--- src/rtl/counter_load_arbiter_pkg.sv ---
// Shared definitions for the Unix-time counter load arbiter:
// counter width, FSM encodings and requester indices.
package counter_load_arbiter_pkg;

    localparam int CNT_W = 64;

    typedef enum logic [1:0] {
        IDLE = 2'd0,
        LOAD = 2'd1,
        ACK  = 2'd2
    } state_e;

    localparam int REQ_ADJUST = 0;
    localparam int REQ_SYNC   = 1;
    localparam int REQ_ALARM  = 2;

endpackage

--- src/rtl/counter_load_arbiter_rr_priority_pick.sv ---
// Combinational rotating-priority encoder: first eligible
// requester at or after ptr, wrapping modulo N_REQ.
module rr_priority_pick #(
    parameter int N_REQ = 3,
    parameter int PW    = 2
) (
    input  logic [N_REQ-1:0] eligible,
    input  logic [PW-1:0]    ptr,
    output logic             valid,
    output logic [PW-1:0]    idx
);

    logic [PW:0] pos;

    // Scan farthest-first so the closest hit to ptr is written last.
    always_comb begin
        valid = 1'b0;
        idx   = '0;
        pos   = '0;
        for (int k = N_REQ - 1; k >= 0; k--) begin
            pos = {1'b0, ptr} + (PW + 1)'(k);
            if (pos >= (PW + 1)'(N_REQ)) begin
                pos = pos - (PW + 1)'(N_REQ);
            end
            if (eligible[pos[PW-1:0]]) begin
                valid = 1'b1;
                idx   = pos[PW-1:0];
            end
        end
    end

endmodule

--- src/rtl/counter_load_arbiter.sv ---
// Round-robin arbiter driving the time counter's load strobe
// and load value; lock reserves the port for manual adjust.
module counter_load_arbiter
    import counter_load_arbiter_pkg::*;
#(
    parameter int N_REQ = 3,
    parameter int W     = CNT_W,
    parameter int HOLD  = 2
) (
    input  logic               clk,
    input  logic               rst_n,
    input  logic               lock,
    input  logic [N_REQ-1:0]   req,
    input  logic [N_REQ*W-1:0] req_value,
    output logic [N_REQ-1:0]   gnt,
    output logic               busy,
    output logic               load_n,
    output logic [W-1:0]       set_counter
);

    localparam int PW = (N_REQ > 1) ? $clog2(N_REQ) : 1;
    localparam int HW = (HOLD > 1) ? $clog2(HOLD) : 1;
    localparam logic [N_REQ-1:0] ONLY_ADJ = N_REQ'(1);

    state_e             state_q;
    logic [PW-1:0]      ptr_q;
    logic [PW-1:0]      ptr_d;
    logic [PW-1:0]      win_q;
    logic [HW-1:0]      hold_q;
    logic [N_REQ-1:0]   gnt_q;
    logic               busy_q;
    logic               load_n_q;
    logic [W-1:0]       set_counter_q;

    logic [N_REQ-1:0]   eligible;
    logic               pick_valid;
    logic [PW-1:0]      pick_idx;
    logic [W-1:0]       vals [N_REQ];

    assign eligible = req & (lock ? ONLY_ADJ : {N_REQ{1'b1}});

    always_comb begin
        for (int i = 0; i < N_REQ; i++) begin
            vals[i] = req_value[i*W +: W];
        end
    end

    always_comb begin
        ptr_d = win_q + 1'b1;
        if (win_q == PW'(N_REQ - 1)) begin
            ptr_d = '0;
        end
    end

    rr_priority_pick #(
        .N_REQ (N_REQ),
        .PW    (PW)
    ) u_pick (
        .eligible (eligible),
        .ptr      (ptr_q),
        .valid    (pick_valid),
        .idx      (pick_idx)
    );

    always_ff @(posedge clk or negedge rst_n) begin
        if (!rst_n) begin
            state_q       <= IDLE;
            ptr_q         <= '0;
            win_q         <= '0;
            hold_q        <= '0;
            gnt_q         <= '0;
            busy_q        <= 1'b0;
            load_n_q      <= 1'b1;
            set_counter_q <= '0;
        end else begin
            gnt_q <= '0;
            unique case (state_q)
                IDLE: begin
                    if (pick_valid) begin
                        win_q         <= pick_idx;
                        set_counter_q <= vals[pick_idx];
                        hold_q        <= '0;
                        load_n_q      <= 1'b0;
                        busy_q        <= 1'b1;
                        state_q       <= LOAD;
                    end
                end
                LOAD: begin
                    if (hold_q == HW'(HOLD - 1)) begin
                        hold_q   <= '0;
                        load_n_q <= 1'b1;
                        gnt_q    <= ONLY_ADJ << win_q;
                        state_q  <= ACK;
                    end else begin
                        hold_q <= hold_q + 1'b1;
                    end
                end
                ACK: begin
                    ptr_q   <= ptr_d;
                    busy_q  <= 1'b0;
                    state_q <= IDLE;
                end
                default: state_q <= IDLE;
            endcase
        end
    end

    assign gnt         = gnt_q;
    assign busy        = busy_q;
    assign load_n      = load_n_q;
    assign set_counter = set_counter_q;

endmodule

--- config.mk ---
export PLATFORM = sky130hd
export DESIGN_NAME = counter_load_arbiter
export DESIGN_NICKNAME = d
export VERILOG_FILES = /design/src/rtl/counter_load_arbiter_pkg.sv /design/src/rtl/counter_load_arbiter_rr_priority_pick.sv /design/src/rtl/counter_load_arbiter.sv
export SDC_FILE = /design/constraint.sdc
export NUM_CORES = 1
export LEC_CHECK = 0
export ABC_AREA = 1
export BUFFER_PORTS_ARGS = -buffer_cell sky130_fd_sc_hd__clkbuf_2
export CORE_ASPECT_RATIO = 1.75
export CORE_MARGIN = 1.5
export CORE_UTILIZATION = 46
export DETAILED_ROUTE_END_ITERATION = 6
export GPL_ROUTABILITY_DRIVEN = 0
export PLACE_DENSITY = 0.79
export SLEW_MARGIN = 25
export SYNTH_ARGS = -nofsm -noshare
export SYNTH_HDL_FRONTEND = slang
export SYNTH_SLANG_ARGS = --single-unit
--- constraint.sdc ---
create_clock -name clk -period 2.54 [get_ports clk]
set_input_delay 0 -clock clk [delete_from_list [all_inputs] [get_ports clk]]
set_output_delay 0 -clock clk [all_outputs]
set_load 0.005 [all_outputs]
# After elaboration in Yosys (flattened, before gate mapping)
# Index checks and enable logic that the tools add are counted.
# op_classes
shifts,1
n_addsub,7
bitwise,2
n_eq_ne,5
reduce_logical,8
magnitude_cmp,7
muxes,32
# op_table
cell,count
binary-select mux 64 bit (select 2 bit),1
two-way mux 64 bit,2
two-way mux 2 bit,9
two-way mux 1 bit,10
"less-than comparator 2 x 3 -> 1 bit, second input constant",3
two-way mux 3 bit,3
AND reduction 2 bit,4
binary-select mux 1 bit (select 2 bit),3
">= comparator 3 x 2 -> 1 bit, second input constant",2
one-hot mux 1 bit (2 select lines),3
"subtractor 2 bit, second input constant",3
"equality test 2 bit, second input constant",2
"!= test 2 bit, second input constant",2
one-hot mux 2 bit (2 select lines),1
nonzero test 2 bit,2
"adder 2 x 1 -> 3 bit, second input constant",1
"adder 2 x 2 -> 3 bit, second input constant",1
bitwise AND 3 bit,1
">= comparator 3 bit, second input constant",1
inverter 2 -> 3 bit,1
AND reduction 3 bit,1
"left shift 1 x 2 -> 3 bit, first input constant",1
"adder 2 x 1 -> 2 bit, second input constant",1
"equality test 2 x 1 -> 1 bit, second input constant",1
3 further kinds,3
# word_totals
regBits,76
elab_cells,70

# Depth between registers and ports, before layout
# depth
word_depth,12
mapped_depth,14
mapped_depth_nobuf,12

# Cells and area by module
# Synthesis repeated with hierarchy kept, for this count alone.
# hier_totals
cells_unflattened,781
hier_area_um2,4908.5
# by_module_without_submodules
module,area_each_um2,seq_area_each_um2,instances,cells_each
counter_load_arbiter,4713.3,1903.1,1,742
rr_priority_pick,195.2,0.0,1,39

# Worst setup path after synthesis
# OpenSTA, ideal clock, no wires.
# synth_path
kind,register to register
start,register ptr_q[0]
end,"register set_counter_q[52], in the netlist set_counter[52]"
n_path_buf,1
path_stages_with_launch,13
required_time_ns,2.419
setup_slack_ns,0.679
t_arrival_ns,1.740
setup_ns,0.121
path_cell_list,dfrtp_1 -> inv_1 -> ha_1 -> nor2_1 -> nor2_2 -> nand2_1 -> nand3_1 -> nand2_4 -> nand2_2 -> buf_2 -> or2_1 -> nand3_1 -> nand2_1
# synth_via
elab_chain_cells,12
elab_cells_between_ends,28
cone_classes,add/sub (5); order compare (3); mux (18); bitwise (1); reduce/logical (1)
# synth_rtl
item,line_no,text
from (decl),counter_load_arbiter.sv:26,logic [PW-1:0] ptr_q;
from (signal assigned),counter_load_arbiter.sv:99,ptr_q <= ptr_d;
adder 2 x 2 -> 3 bit,counter_load_arbiter_rr_priority_pick.sv:21,"pos = {1'b0, ptr} + (PW + 1)'(k);"
>= comparator 3 x 2 -> 1 bit or subtractor 2 bit (tied branches),"counter_load_arbiter_rr_priority_pick.sv:22, counter_load_arbiter_rr_priority_pick.sv:23",
two-way mux 2 bit,counter_load_arbiter_rr_priority_pick.sv:22,if (pos >= (PW + 1)'(N_REQ)) begin
binary-select mux 1 bit (select 2 bit),counter_load_arbiter_rr_priority_pick.sv:25,if (eligible[pos[PW-1:0]]) begin
two-way mux 1 bit (not written as such),counter_load_arbiter_rr_priority_pick.sv:25,
two-way mux 2 bit (3 in a row),counter_load_arbiter_rr_priority_pick.sv:25,
inverter 2 -> 3 bit (not written as such),counter_load_arbiter.sv:81,set_counter_q <= vals[pick_idx];
binary-select mux 64 bit (select 2 bit),counter_load_arbiter.sv:81,
two-way mux 64 bit (not written as such) (2 in a row),counter_load_arbiter.sv:81,
to (signal assigned),counter_load_arbiter.sv:81,
to (decl),counter_load_arbiter.sv:33,logic [W-1:0] set_counter_q;
# Parallel ways exist; a longest one is shown, timed or not. The select of a mux whose other input is x is not followed.
# A chain may end at the register's enable or synchronous reset.

# Worst setup path in the final report
# layout_path
start,register ptr_q[0]
end,"register set_counter_q[7], in the netlist set_counter[7]"
# Same word-level chain as after synthesis.

==> flow_summary_export.csv <==
group,metric,value,unit
power,power_density,1191,mW/mm^2
floorplanning,die_w,81.60,um
floorplanning,initial_core_util,46.76,%
critical_path,rr_startpoint,"ptr_q[0]$_DFFE_PN0P_",
power,switching_power,4.488,mW
placement,place_inst,1137,
clocking,cts_max_level,3,
critical_path,rrSetupSlack,0.24,ns
clocking,ctsResizeCount,0,
clocking,cts_tree,"yes",
clocking,clk_path_buf_depth,2,
critical_path,startpoint,"ptr_q[0]$_DFFE_PN0P_",
clocking,clock_sinks,76,
global_route,antenna_found_initial,0,
power,p_total,9.286,mW
clocking,hold_buffers,114,
synthesis,synth_mux_area_share,0,%
synthesis,syn_area,0.004974,mm^2
global_route,grt_pass1_vias,6201,
layout,final_area,0.007797,mm^2
synthesis,yosysUniqueCellTypes,24,
global_route,grtUsageTotal,31.96,%
layout,syn_to_final_growth,56.78,%
power,switching_share,48.33,%
sta,fin_crit_sh,90.66,%
critical_path,start_kind,"register",
layout,drive_gt1_share,27.18,%
sta,min_period,2.303,ns
synthesis,yosys.area_share.xor_xnor,0,%
critical_path,arrival,2.56,ns
min_path,min_path_type,"input pin to register",
global_route,grt_max_degree,77,
clocking,post-cts-setup-buffer-count,0,
sta,clock-skew-final,0.007254,ns
synthesis,ys_seq_elements,76,
floorplanning,die_h,140.6,um
synthesis,synth_cells,772,
sta,setup_viol,0,
detailed_routing,wl,18140,um
sta,tightestPinTransition,0.7167,ns
sta,holdWs,0.004708,ns
flow_run,drv_cap,0,
clocking,clk_pin_slew,0.07,ns
sta,max_freq,0.4343,GHz
global_route,grt_pass1_wl,28360,um
detailed_routing,vias,6407,
synthesis,ys_seq_area_share,38.26,%
floorplanning,boundaryPins,267,
critical_path,endpoint,"set_counter[7]$_DFFE_PN0P_",
critical_path,rr_worst_depth,11,
synthesis,synth_compound_area_share,7.472,%
power,pwr-share-comb,61.6,%
critical_path,worstPathMaxFanout,34,
placement,hpwl,10430,um
layout,instances_no_fill,1267,
power,p_leak,4.547,nW
critical_path,end_kind,"register",
critical_path,critPathRequiredTime,2.80,ns
detailed_routing,avgRoutedWirePerCell,14.31,um
synthesis,syn_area_per_cell,6.442,um^2
status,status,"complete, no violations",
synthesis,synth_top_family_by_area,"simple AND/OR/NAND/NOR gates",
floorplanning,die_area,0.01147,mm^2
clocking,cts_buffers,9,
detailed_routing,post-route-drc-count,0,
floorplanning,core-area,0.01064,mm^2
detailed_routing,ant_nets,0,
floorplanning,fp-row-count,50,
synthesis,synthesis.nets,972,
detailed_routing,viasPerCell,5.057,
sta,tns,0,ns
clocking,clock_latency,0.34,ns
synthesis,yosys_warnings,0,
power,clkPwrFrac,14.6,%
critical_path,crit_type,"register to register",
power,ir_drop,0.9536,mV
sta,relSlewSlack,52.22,%
synthesis,synth-adder-area-share,0.5031,%
detailed_routing,dr.pass1.iters,5,
global_route,grt_overflow,0,
layout,diodes,0,
sta,finalHoldViolCount,0,
synthesis,synth-simple-area-share,37.33,%
clocking,cts_root_buffer,"clkbuf_16",
placement,io_buffer_count,266,
sta,drv_slew,0,
critical_path,rr_endpoint,"set_counter[7]$_DFFE_PN0P_",
power,p_int,4.798,mW
sta,grt_setup_unrepaired,"false",
power,pwr-share-seq,23.8,%
detailed_routing,drt_iter0_drc,499,
placement,dpl-instance-area,0.006335,mm^2
layout,nets,1332,
-- worst max-delay path, cell delays in order (launching register included) --
cell	delay [ns]
dfrtp_1	0.35
inv_1	0.06
ha_1	0.34
inv_2	0.08
nand2_1	0.06
a21oi_1	0.20
a21oi_1	0.08
nand3_1	0.12
nand2_4	0.15
inv_2	0.53
nor2_1	0.10
a21oi_1	0.16
-- Yosys cell counts --
| cell | number | area (um^2) |
|---|---|---|
| inv_2 | 5 | 18.77 |
| inv_1 | 140 | 525.5 |
| buf_6 | 5 | 56.30 |
| or2_1 | 31 | 193.9 |
| nand2_4 | 1 | 11.26 |
| nand3_1 | 100 | 500.5 |
| buf_1 | 2 | 7.510 |
| nand4_2 | 1 | 12.51 |
| dfrtp_1 | 75 | 1877 |
| nor3_1 | 2 | 10.01 |
| dfstp_2 | 1 | 26.28 |
| nand2_2 | 1 | 6.260 |
| o21ai_1 | 1 | 5.000 |
| buf_4 | 15 | 112.6 |
| ha_1 | 2 | 25.02 |
| nand2_1 | 148 | 555.5 |
| a21boi_2 | 1 | 11.26 |
| clkbuf_1 | 7 | 26.28 |
| nor2_2 | 3 | 18.77 |
| clkbuf_2 | 1 | 5.000 |
| a21oi_1 | 69 | 345.3 |
| buf_2 | 13 | 65.06 |
| nor2_1 | 146 | 548.0 |
| o21ai_0 | 2 | 10.01 |
-- final cells by class --
| type | count | area (um^2) |
|---|---|---|
| clock buffers | 10 | 239.0 |
| well taps | 130 | 162.7 |
| inverters | 145 | 544.3 |
| repair buffers | 392 | 2606 |
| multi-input cells | 508 | 2263 |
| fillers | 826 | 2838 |
| clock inverters | 6 | 78.83 |
| flip-flops and latches | 76 | 1903 |
-- sequential cells by signal (all words and copies together) (netlist names) --
| name | cells |
|---|---|
| busy | 1 |
| gnt | 3 |
| hold_q | 1 |
| load_n | 1 |
| ptr_q | 2 |
| set_counter | 64 |
| state_q | 2 |
| win_q | 2 |
-- through the flow --
stage          setup slack, ns  util [%]
2_1_floorplan           0.6786         -
3_3_place_gp            0.4127     59.56
3_5_place_dp            0.2706     59.56
4_1_cts                 0.2401     73.28
5_1_grt                0.01219     73.32
6_report                0.2373     73.32
-- cell families after synthesis --
logic type / Yosys count
DFF: 76
adders and majority gates: 2
AOI/OAI and AO/OA: 73
buffers and inverters: 188
and+or+nand+nor: 433
-- layer usage --
metal | GRT usage [%] | part of all wire, %
met2 | 56.33 | 52
met4 | 18.64 | 6.1
met5 | 0 | 0
met1 | 34.33 | 34
met3 | 5.863 | 7.2
-- placed cells by master, fill, tap and decap left out, drive strengths merged --
master	count
a21boi	1
a21oi	69
buf	13
bufinv	1
clkbuf	275
clkinv	2
dfrtp	75
dfstp	1
dlygate4sd3	114
ha	2
inv	148
nand2	150
nand3	100
nand4	1
nor2	149
nor3	2
o21ai	3
or2	31
-- power groups by stage --
| stage | Clock (mW) | Sequential, mW | Combinational, mW |
|---|---|---|---|
| after floorplan | 0 | 2.22 | 3.93 |
| after global placement | 0 | 2.19 | 5.27 |
| after detailed placement | 0 | 2.21 | 5.43 |
| after CTS | 1.39 | 2.19 | 5.59 |
| after global routing | 1.44 | 2.27 | 6.42 |
| final | 1.36 | 2.21 | 5.72 |
-- how the worst min path moves through the flow --
stage                   start                     endpoint  slack [ns]  depth (start not counted)
2_1_floorplan           rst_n             busy$_DFFE_PN0P_       -0.30                          0
3_3_place_gp            rst_n  set_counter[55]$_DFFE_PN0P_        0.23                          1
3_5_place_dp            rst_n  set_counter[21]$_DFFE_PN0P_        0.23                          1
4_1_cts        req_value[170]  set_counter[42]$_DFFE_PN0P_       0.001                          5
5_1_grt         req_value[13]  set_counter[13]$_DFFE_PN0P_        0.02                          5
6_report       req_value[178]  set_counter[50]$_DFFE_PN0P_       0.005                          5
No activity file was read; power rests on OpenSTA's default activity.
